### src/rtl/vdp_bus_pkg.sv
// Shared types for the VDP host bus front end: FSM states, strobe kinds, address width.
package vdp_bus_pkg;

  localparam int VDP_ADR_W = 16;

  typedef enum logic [1:0] {ST_IDLE, ST_QUAL, ST_ISSUE, ST_HOLD} bus_state_t;
  typedef enum logic [1:0] {K_NONE, K_RD, K_WR, K_BOTH} bus_kind_t;

  // Strobes are active low: a single low strobe selects the access kind.
  function automatic bus_kind_t decode_kind(input logic csr_n_s, input logic csw_n_s);
    bus_kind_t k;
    case ({csr_n_s, csw_n_s})
      2'b01:   k = K_RD;
      2'b10:   k = K_WR;
      2'b00:   k = K_BOTH;
      default: k = K_NONE;
    endcase
    return k;
  endfunction

endpackage

### src/rtl/bus_sync.sv
// N-flop synchroniser bringing an asynchronous bus into clk_w; reset value set per instance.
module bus_sync #(
  parameter int               WIDTH   = 1,
  parameter int               STAGES  = 2,
  parameter logic [WIDTH-1:0] RST_VAL = '0
) (
  input  logic             clk_w,
  input  logic             reset_n_w,
  input  logic [WIDTH-1:0] d,
  output logic [WIDTH-1:0] q
);

  logic [WIDTH-1:0] sync_q [STAGES];

  always_ff @(posedge clk_w or negedge reset_n_w) begin
    if (!reset_n_w) begin
      for (int i = 0; i < STAGES; i++) sync_q[i] <= RST_VAL;
    end else begin
      sync_q[0] <= d;
      for (int i = 1; i < STAGES; i++) sync_q[i] <= sync_q[i-1];
    end
  end

  assign q = sync_q[STAGES-1];

endmodule

### src/rtl/vdp_cpu_bus_if.sv
// Host-side VDP I/O port front end: synchronises and glitch-filters MSX strobes and
// issues one registered request per qualified access; holds read data on cdi.
module vdp_cpu_bus_if
  import vdp_bus_pkg::*;
#(
  parameter int SYNC_STAGES = 2,
  parameter int FILT_CYCLES = 3,
  parameter int RD_LAT      = 2
) (
  input  logic                 clk_w,
  input  logic                 reset_n_w,
  input  logic                 csr_n,
  input  logic                 csw_n,
  input  logic [1:0]           mode,
  input  logic [7:0]           cdo,
  input  logic [7:0]           vdp_dbi,
  output logic                 cpu_req,
  output logic                 cpu_wrt,
  output logic [VDP_ADR_W-1:0] cpu_adr,
  output logic [7:0]           cpu_dbo,
  output logic [7:0]           cdi,
  output logic                 busy,
  output logic                 proto_err,
  output bus_state_t           state_dbg
);

  // cpu_req is a one-cycle valid with no ready: the core must take it in the cycle it is
  // high; cpu_wrt is meaningful only then, cpu_adr/cpu_dbo hold until the next access.

  localparam int             CW        = $clog2(FILT_CYCLES + 1);
  localparam logic [CW-1:0]  FILT_LAST = CW'(FILT_CYCLES - 1);

  logic [1:0]  strb_s;
  logic [9:0]  data_s;
  logic [1:0]  mode_s;
  logic [7:0]  cdo_s;
  bus_kind_t   kind;

  bus_state_t  state, state_nx;
  bus_kind_t   kind_l, kind_l_nx;
  logic [CW-1:0] filt_cnt, filt_nx;
  logic [CW-1:0] rel_cnt, rel_nx;
  logic [CW-1:0] both_cnt;
  logic [RD_LAT-1:0] rd_sr;
  logic        take;
  logic        rd_issue;

  bus_sync #(.WIDTH(2), .STAGES(SYNC_STAGES), .RST_VAL(2'b11)) u_sync_strb (
    .clk_w     (clk_w),
    .reset_n_w (reset_n_w),
    .d         ({csr_n, csw_n}),
    .q         (strb_s)
  );

  bus_sync #(.WIDTH(10), .STAGES(SYNC_STAGES), .RST_VAL(10'd0)) u_sync_data (
    .clk_w     (clk_w),
    .reset_n_w (reset_n_w),
    .d         ({mode, cdo}),
    .q         (data_s)
  );

  assign mode_s = data_s[9:8];
  assign cdo_s  = data_s[7:0];
  assign kind   = decode_kind(strb_s[1], strb_s[0]);

  // BOTH never qualifies an access; it only differs from kind_l, so it acts as a release.
  always_comb begin
    state_nx  = state;
    kind_l_nx = kind_l;
    filt_nx   = filt_cnt;
    rel_nx    = rel_cnt;
    take      = 1'b0;
    unique case (state)
      ST_IDLE: begin
        if (kind == K_RD || kind == K_WR) begin
          kind_l_nx = kind;
          if (FILT_CYCLES == 1) begin
            state_nx = ST_ISSUE;
            take     = 1'b1;
          end else begin
            state_nx = ST_QUAL;
            filt_nx  = CW'(1);
          end
        end
      end
      ST_QUAL: begin
        if (kind != kind_l) begin
          state_nx = ST_IDLE;
        end else if (filt_cnt == FILT_LAST) begin
          state_nx = ST_ISSUE;
          take     = 1'b1;
        end else begin
          filt_nx = filt_cnt + CW'(1);
        end
      end
      ST_ISSUE: begin
        state_nx = ST_HOLD;
        rel_nx   = '0;
      end
      ST_HOLD: begin
        if (kind == kind_l) begin
          rel_nx = '0;
        end else if (rel_cnt == FILT_LAST) begin
          state_nx = ST_IDLE;
          rel_nx   = '0;
        end else begin
          rel_nx = rel_cnt + CW'(1);
        end
      end
      default: state_nx = ST_IDLE;
    endcase
  end

  assign rd_issue = take && (kind_l_nx == K_RD);

  always_ff @(posedge clk_w or negedge reset_n_w) begin
    if (!reset_n_w) begin
      state    <= ST_IDLE;
      kind_l   <= K_NONE;
      filt_cnt <= '0;
      rel_cnt  <= '0;
    end else begin
      state    <= state_nx;
      kind_l   <= kind_l_nx;
      filt_cnt <= filt_nx;
      rel_cnt  <= rel_nx;
    end
  end

  always_ff @(posedge clk_w or negedge reset_n_w) begin
    if (!reset_n_w) begin
      cpu_req   <= 1'b0;
      cpu_wrt   <= 1'b0;
      cpu_adr   <= '0;
      cpu_dbo   <= '0;
      rd_sr     <= '0;
      cdi       <= 8'hFF;
      both_cnt  <= '0;
      proto_err <= 1'b0;
    end else begin
      cpu_req <= take;
      cpu_wrt <= take && (kind_l_nx == K_WR);
      if (take) begin
        cpu_adr <= {{(VDP_ADR_W-2){1'b0}}, mode_s};
        cpu_dbo <= cdo_s;
      end
      // A fresh read pulse restarts the capture window.
      rd_sr <= rd_issue ? RD_LAT'(1) : (rd_sr << 1);
      if (rd_sr[RD_LAT-1]) cdi <= vdp_dbi;
      if (kind != K_BOTH) begin
        both_cnt <= '0;
      end else if (both_cnt == FILT_LAST) begin
        proto_err <= 1'b1;
      end else begin
        both_cnt <= both_cnt + CW'(1);
      end
    end
  end

  assign busy      = (state != ST_IDLE);
  assign state_dbg = state;

endmodule

### config.mk
export PLATFORM = sky130hd
export DESIGN_NAME = vdp_cpu_bus_if
export DESIGN_NICKNAME = d
export VERILOG_FILES = /design/src/rtl/vdp_bus_pkg.sv /design/src/rtl/bus_sync.sv /design/src/rtl/vdp_cpu_bus_if.sv
export SDC_FILE = /design/constraint.sdc
export NUM_CORES = 1
export LEC_CHECK = 0
export BUFFER_PORTS_ARGS = -buffer_cell sky130_fd_sc_hd__buf_2
export CORE_ASPECT_RATIO = 0.6
export CORE_MARGIN = 2
export CORE_UTILIZATION = 51
export DETAILED_ROUTE_END_ITERATION = 6
export MAX_ROUTING_LAYER = met4
export PLACE_DENSITY_LB_ADDON = 0.25
export RECOVER_POWER = 50
export SLEW_MARGIN = 20
export SYNTH_ARGS = -nofsm -noshare
export SYNTH_HDL_FRONTEND = slang
export SYNTH_SLANG_ARGS = --single-unit
export TNS_END_PERCENT = 20
### constraint.sdc
create_clock -name clk_w -period 3 [get_ports clk_w]
set_input_delay 0.45 -clock clk_w [delete_from_list [all_inputs] [get_ports clk_w]]
set_output_delay 0.45 -clock clk_w [all_outputs]
set_load 0.02 [all_outputs]
Yosys cells after proc, flatten, opt, wreduce, memory -nomap -nowiden. Index checks and enable logic that the tools add are counted.

Output and inout port bits: 38. Flip-flop bits (word level): 57. Input bits: 22.

Eq/ne operators: 22. Bitwise logic cells: 1. Mux-type cells: 21. Add/sub/neg operators: 3. Reductions and logical operators: 11.

Operators by type and width (count): $mux 2 (14); $eq 2x2->1 const B (8); $ne 2x2->1 const B (7); $eq 2x1->1 const B (4); $pmux 2 s2 (2); $pmux 2 s4 (1); $reduce_and 4->1 (2); $add 2x1->2 const B (3); $pmux 2 s3 (1); $reduce_bool 2->1 (3); $logic_not 2->1 (2); $mux 1 (3); $ne 3x3->1 const B (1); $eq 2x2->1 (1); $logic_and 1x1->1 (2); $ne 2x2->1 (1); $reduce_and 2->1 (1); $logic_or 1x1->1 (1); $not 1->1 (1).

Logic depth before layout (Yosys ltp).
Word-level depth: 9. Gate-level depth with buffers: 7.

Modules after synthesis. From an unflattened synthesis, not the netlist that was laid out.

Cells, all modules: 163. Area, all modules: 2275.9 sq um.

Modules (own cells, without submodules): vdp_cpu_bus_if (cells each 127, area an instance 1580.3 sq um, instances 1); bus_sync at u_sync_data (cells each 30, area an instance 575.6 sq um, instances 1); bus_sync at u_sync_strb (cells each 6, area an instance 120.1 sq um, instances 1).

Least setup slack after synthesis. No wires, ideal clock.

Kind: reg2reg. From: register u_sync_strb.sync_q (netlist bit u_sync_strb.q[0]). To: register cpu_adr[0]. Slack: 912 ps. Cell stages (with the launch flop): 8. Arrival time: 1963 ps. Cell sequence: dfstp_2 inv_1 ha_1 nor2_1 nor2_1 nor4_4 buf_2 mux2_2.

Longest elaborated chain between the ends: 5. Elaborated cells on any way between the ends: 7.

RTL lines: start, declared (RTL line bus_sync.sv:13) `logic [WIDTH-1:0] sync_q [STAGES];`; $eq 2x2->1 (tied with other cells) (RTL line vdp_bus_pkg.sv:12) `case ({csr_n_s, csw_n_s})`; $pmux 2 s3 * (RTL line vdp_bus_pkg.sv:12); $ne 2x2->1 * (RTL line vdp_cpu_bus_if.sv:87) `if (kind != kind_l) begin`; $mux 1 * (RTL line vdp_cpu_bus_if.sv:87); $mux 1 * (RTL line vdp_cpu_bus_if.sv:73) `unique case (state)`; named net take (RTL line vdp_cpu_bus_if.sv:45) `logic take;`; end signal, assigned (RTL line vdp_cpu_bus_if.sv:144) `cpu_adr <= {{(VDP_ADR_W-2){1'b0}}, mode_s};`; end, declared (RTL line vdp_cpu_bus_if.sv:19) `output logic [VDP_ADR_W-1:0] cpu_adr,`.

Mark *: on every way through the listed nets, which the timed path passes. The rest lies on a longest branch. A chain may end at the register's enable or synchronous reset.

Worst setup path in the final report.
From: register u_sync_strb.sync_q (netlist bit u_sync_strb.q[0]). To: register cpu_dbo[1].

Longest elaborated chain between the ends: 5. Elaborated cells on any way between the ends: 7.

RTL lines: $eq 2x2->1 (tied with other cells) (RTL line vdp_bus_pkg.sv:12); $pmux 2 s3 * (RTL line vdp_bus_pkg.sv:12); $ne 2x2->1 * (RTL line vdp_cpu_bus_if.sv:87); $mux 1 * (RTL line vdp_cpu_bus_if.sv:87); $mux 1 * (RTL line vdp_cpu_bus_if.sv:73); end signal, assigned (RTL line vdp_cpu_bus_if.sv:145) `cpu_dbo <= cdo_s;`; end, declared (RTL line vdp_cpu_bus_if.sv:20) `output logic [7:0] cpu_dbo,`.

Mark *: on every way between the ends. The rest lies on a longest branch, timed or not.

==> results_dict.tcl <==
set metrics [dict create \
    slew_headroom 0.179 \
    cp.required_ns 3.22 \
    p_leak_nw 1.30 \
    port_buffers 45 \
    num_rows 18 \
    fp.dieH_um 54.8 \
    post-dp-hpwl_um 2450 \
    h-tree-depth 3 \
    synthTopCellsByArea "dfrtp_1 51%, dfstp_2 14%, mux2_2 9.3%" \
    timing.fmax_mhz 429 \
    vdd_drop_max_v 0.000509 \
    area_growth_pct 19.0 \
    start_util 0.531 \
    clkSinkCount 57 \
    cts-resized-gates 0 \
    synthCells 157 \
    dieArea_um2 4850 \
    cp_cell_sequence "inv_1, ha_1, nor2_1, nor2_1, nor4_4, buf_4, mux2_2" \
    outcome "finished, final reports clean" \
    grt_setup_unrepaired "false" \
    synthFlopType "dfrtp_1" \
    grt_pass1_wl_um 5420 \
    fin_crit_ns 2.33 \
    cp-startpoint "u_sync_strb.q[0]$_DFF_PN1_" \
    cts-root-buf "clkbuf_8" \
    fin_skew_ns 0.00726 \
    hold_violations 0 \
    multi_input_area_um2 632 \
    wl_per_cell_um 12.4 \
    end_kind "register" \
    hold_end "u_sync_strb.sync_q[2]$_DFF_PN1_" \
    first_global_vias 1157 \
    cts_buffers 9 \
    clk-insertion-delay-late_ns 0.33 \
    fin_nets 237 \
    min_from "csw_n" \
    hp-class "input port to register" \
    syn_area_per_cell_um2 13.9 \
    antenna_found_initial 0 \
    vias_per_cell 4.67 \
    final_cells 274 \
    dp.cells 258 \
    crit_top_cell "nor2_1" \
    final_max_slew_viol_count 0 \
    ioPinCount 60 \
    vias 1279 \
    gp_congestion 0.877 \
    seqCellArea_um2 1440 \
    maxCapViolCount 0 \
    reg2reg_from "u_sync_strb.q[0]$_DFF_PN1_" \
    worstPathArrival_ns 2.55 \
    yosysWarnings 0 \
    core_area_um2 4120 \
    path_buf_inv 2 \
    slowest_delay_ns 0.54 \
    synth_common_cells "45 x dfrtp_1, 18 x mux2_2, 14 x buf_4, 12 x dfstp_2, 8 x inv_1" \
    min_path_cells 1 \
    synth_enable_flop_cells 0 \
    grt_overflow 0 \
    fp.dieW_um 88.6 \
    drtIter0Drc 39 \
    crit_fanout 7 \
    drt_pass1_iterations 4 \
    ys_ff_latch 57 \
    layout-drive-gt1-share 0.458 \
    r2r_slack_ns 0.67 \
    power_density_nw_per_um2 845 \
    critical_path_class "register to register" \
    nFillCells 323 \
    synth.distinct_cells 35 \
    r2r_end "cpu_dbo[1]$_DFFE_PN0P_" \
    critPathSlowestCell "dfstp_2" \
    synth_area_um2 2190 \
    wl_um 3390 \
    synth_most_common_cell "dfrtp_1" \
    antenna_left 0 \
    postSynth.asyncResetShare 1.00 \
    critPathTopFamily "simple AND/OR/NAND/NOR gates" \
    track_usage 0.169 \
    reg2reg_depth 7 \
    cts_tree "built" \
    ys_seq_area_frac 0.658 \
    ctsHoldBuffers 0 \
    period_share 0.776 \
    clock_path_buffers 2 \
    num_antenna_cells 0 \
    drc 0 \
    post_cts_buffers 0 \
    yosys.area.top_type "dfrtp_1" \
    synth_top_area_frac 0.514 \
    finalSetupTns_ns 0 \
    cp-start-kind "register" \
    grt_start_max_net_pins 54 \
    tightest_slew_ns 1.23 \
    clk_pin_slew_ns 0.07 \
    finalSetupViolCount 0 \
]
## layout make-up
cell class / count / share of cell area
sequential: 57 / 0.553
clock buffer: 10 / 0.0528
inverter: 8 / 0.0115
timing repair buffer: 47 / 0.0922
tap: 60 / 0.0288
multi-input combinational: 86 / 0.243
clock inverter: 6 / 0.0187
## state kept, by name, summed over array words and instances (netlist names), named ones only
name	count
cdi	8
cpu_req	1
u_sync_data.q	10
u_sync_strb.q	2
u_sync_data.sync_q	10
state_dbg	1
rd_sr	2
cpu_wrt	1
both_cnt	2
cpu_adr	2
proto_err	1
u_sync_strb.sync_q	2
rel_cnt	2
filt_cnt	2
cpu_dbo	8
kind_l	2
## cell usage in the layout, fill, tap and decap left out, types with 4 or more instances in the layout
master	netlist	layout
dfrtp_1	45	45
dfstp_2	12	12
buf_2	3	44
inv_1	8	8
o21ai_0	4	4
conb_1	1	14
ha_1	6	6
clkbuf_8	0	10
nand2_1	4	4
mux2_2	18	18
nor2_1	4	4
## layer usage
layer  up-vias  global-route usage  share of wire
met4         0              0.0657          0.011
li1        606                   -              -
met3         6               0.110          0.076
met1       616               0.193           0.42
met5         -                   -              0
met2        51               0.239           0.49
## worst max path at each step
stage	slack [ns]	cells after the start	to
floorplan	0.91	7	cpu_adr[0]$_DFFE_PN0P_
global placement	0.74	7	cpu_adr[1]$_DFFE_PN0P_
detailed placement	0.67	7	cpu_dbo[0]$_DFFE_PN0P_
CTS	0.66	7	cpu_dbo[7]$_DFFE_PN0P_
global route	0.53	7	cpu_dbo[7]$_DFFE_PN0P_
finish	0.67	7	cpu_dbo[1]$_DFFE_PN0P_
## metrics by stage
step | total power [mW] | util | cell area, um^2 | setup slack [ns] | hold slack (ns)
after floorplan | 1.42 | - | 2240 | 0.912 | 0.154
after global placement | 1.54 | 0.587 | 2420 | 0.741 | 0.332
after detailed placement | 1.57 | 0.587 | 2420 | 0.674 | 0.335
after CTS | 2.23 | 0.632 | 2610 | 0.662 | 0.191
after global routing | 2.34 | 0.632 | 2610 | 0.532 | 0.185
final | 2.20 | 0.632 | 2610 | 0.672 | 0.211
## power by group
group	switching [mW]	internal, mW	leakage (nW)
clock	0.317	0.329	0.0859
sequential	0.0934	0.926	0.682
combinational	0.326	0.211	0.528
## kinds of logic (layout without fill, tap and decap cells)
family / count (synthesis) / in the layout / synth area share
buf+inv: 27 / 71 / 0.0754
compound gates: 16 / 16 / 0.0469
mux: 18 / 18 / 0.0926
flops: 57 / 57 / 0.658
other cells: 1 / 14 / 0.00171
xor+xnor: 1 / 1 / 0.00400
simple gates: 31 / 31 / 0.0869
fa+ha+maj: 6 / 6 / 0.0343
No activity file was read; power rests on OpenSTA's default activity.
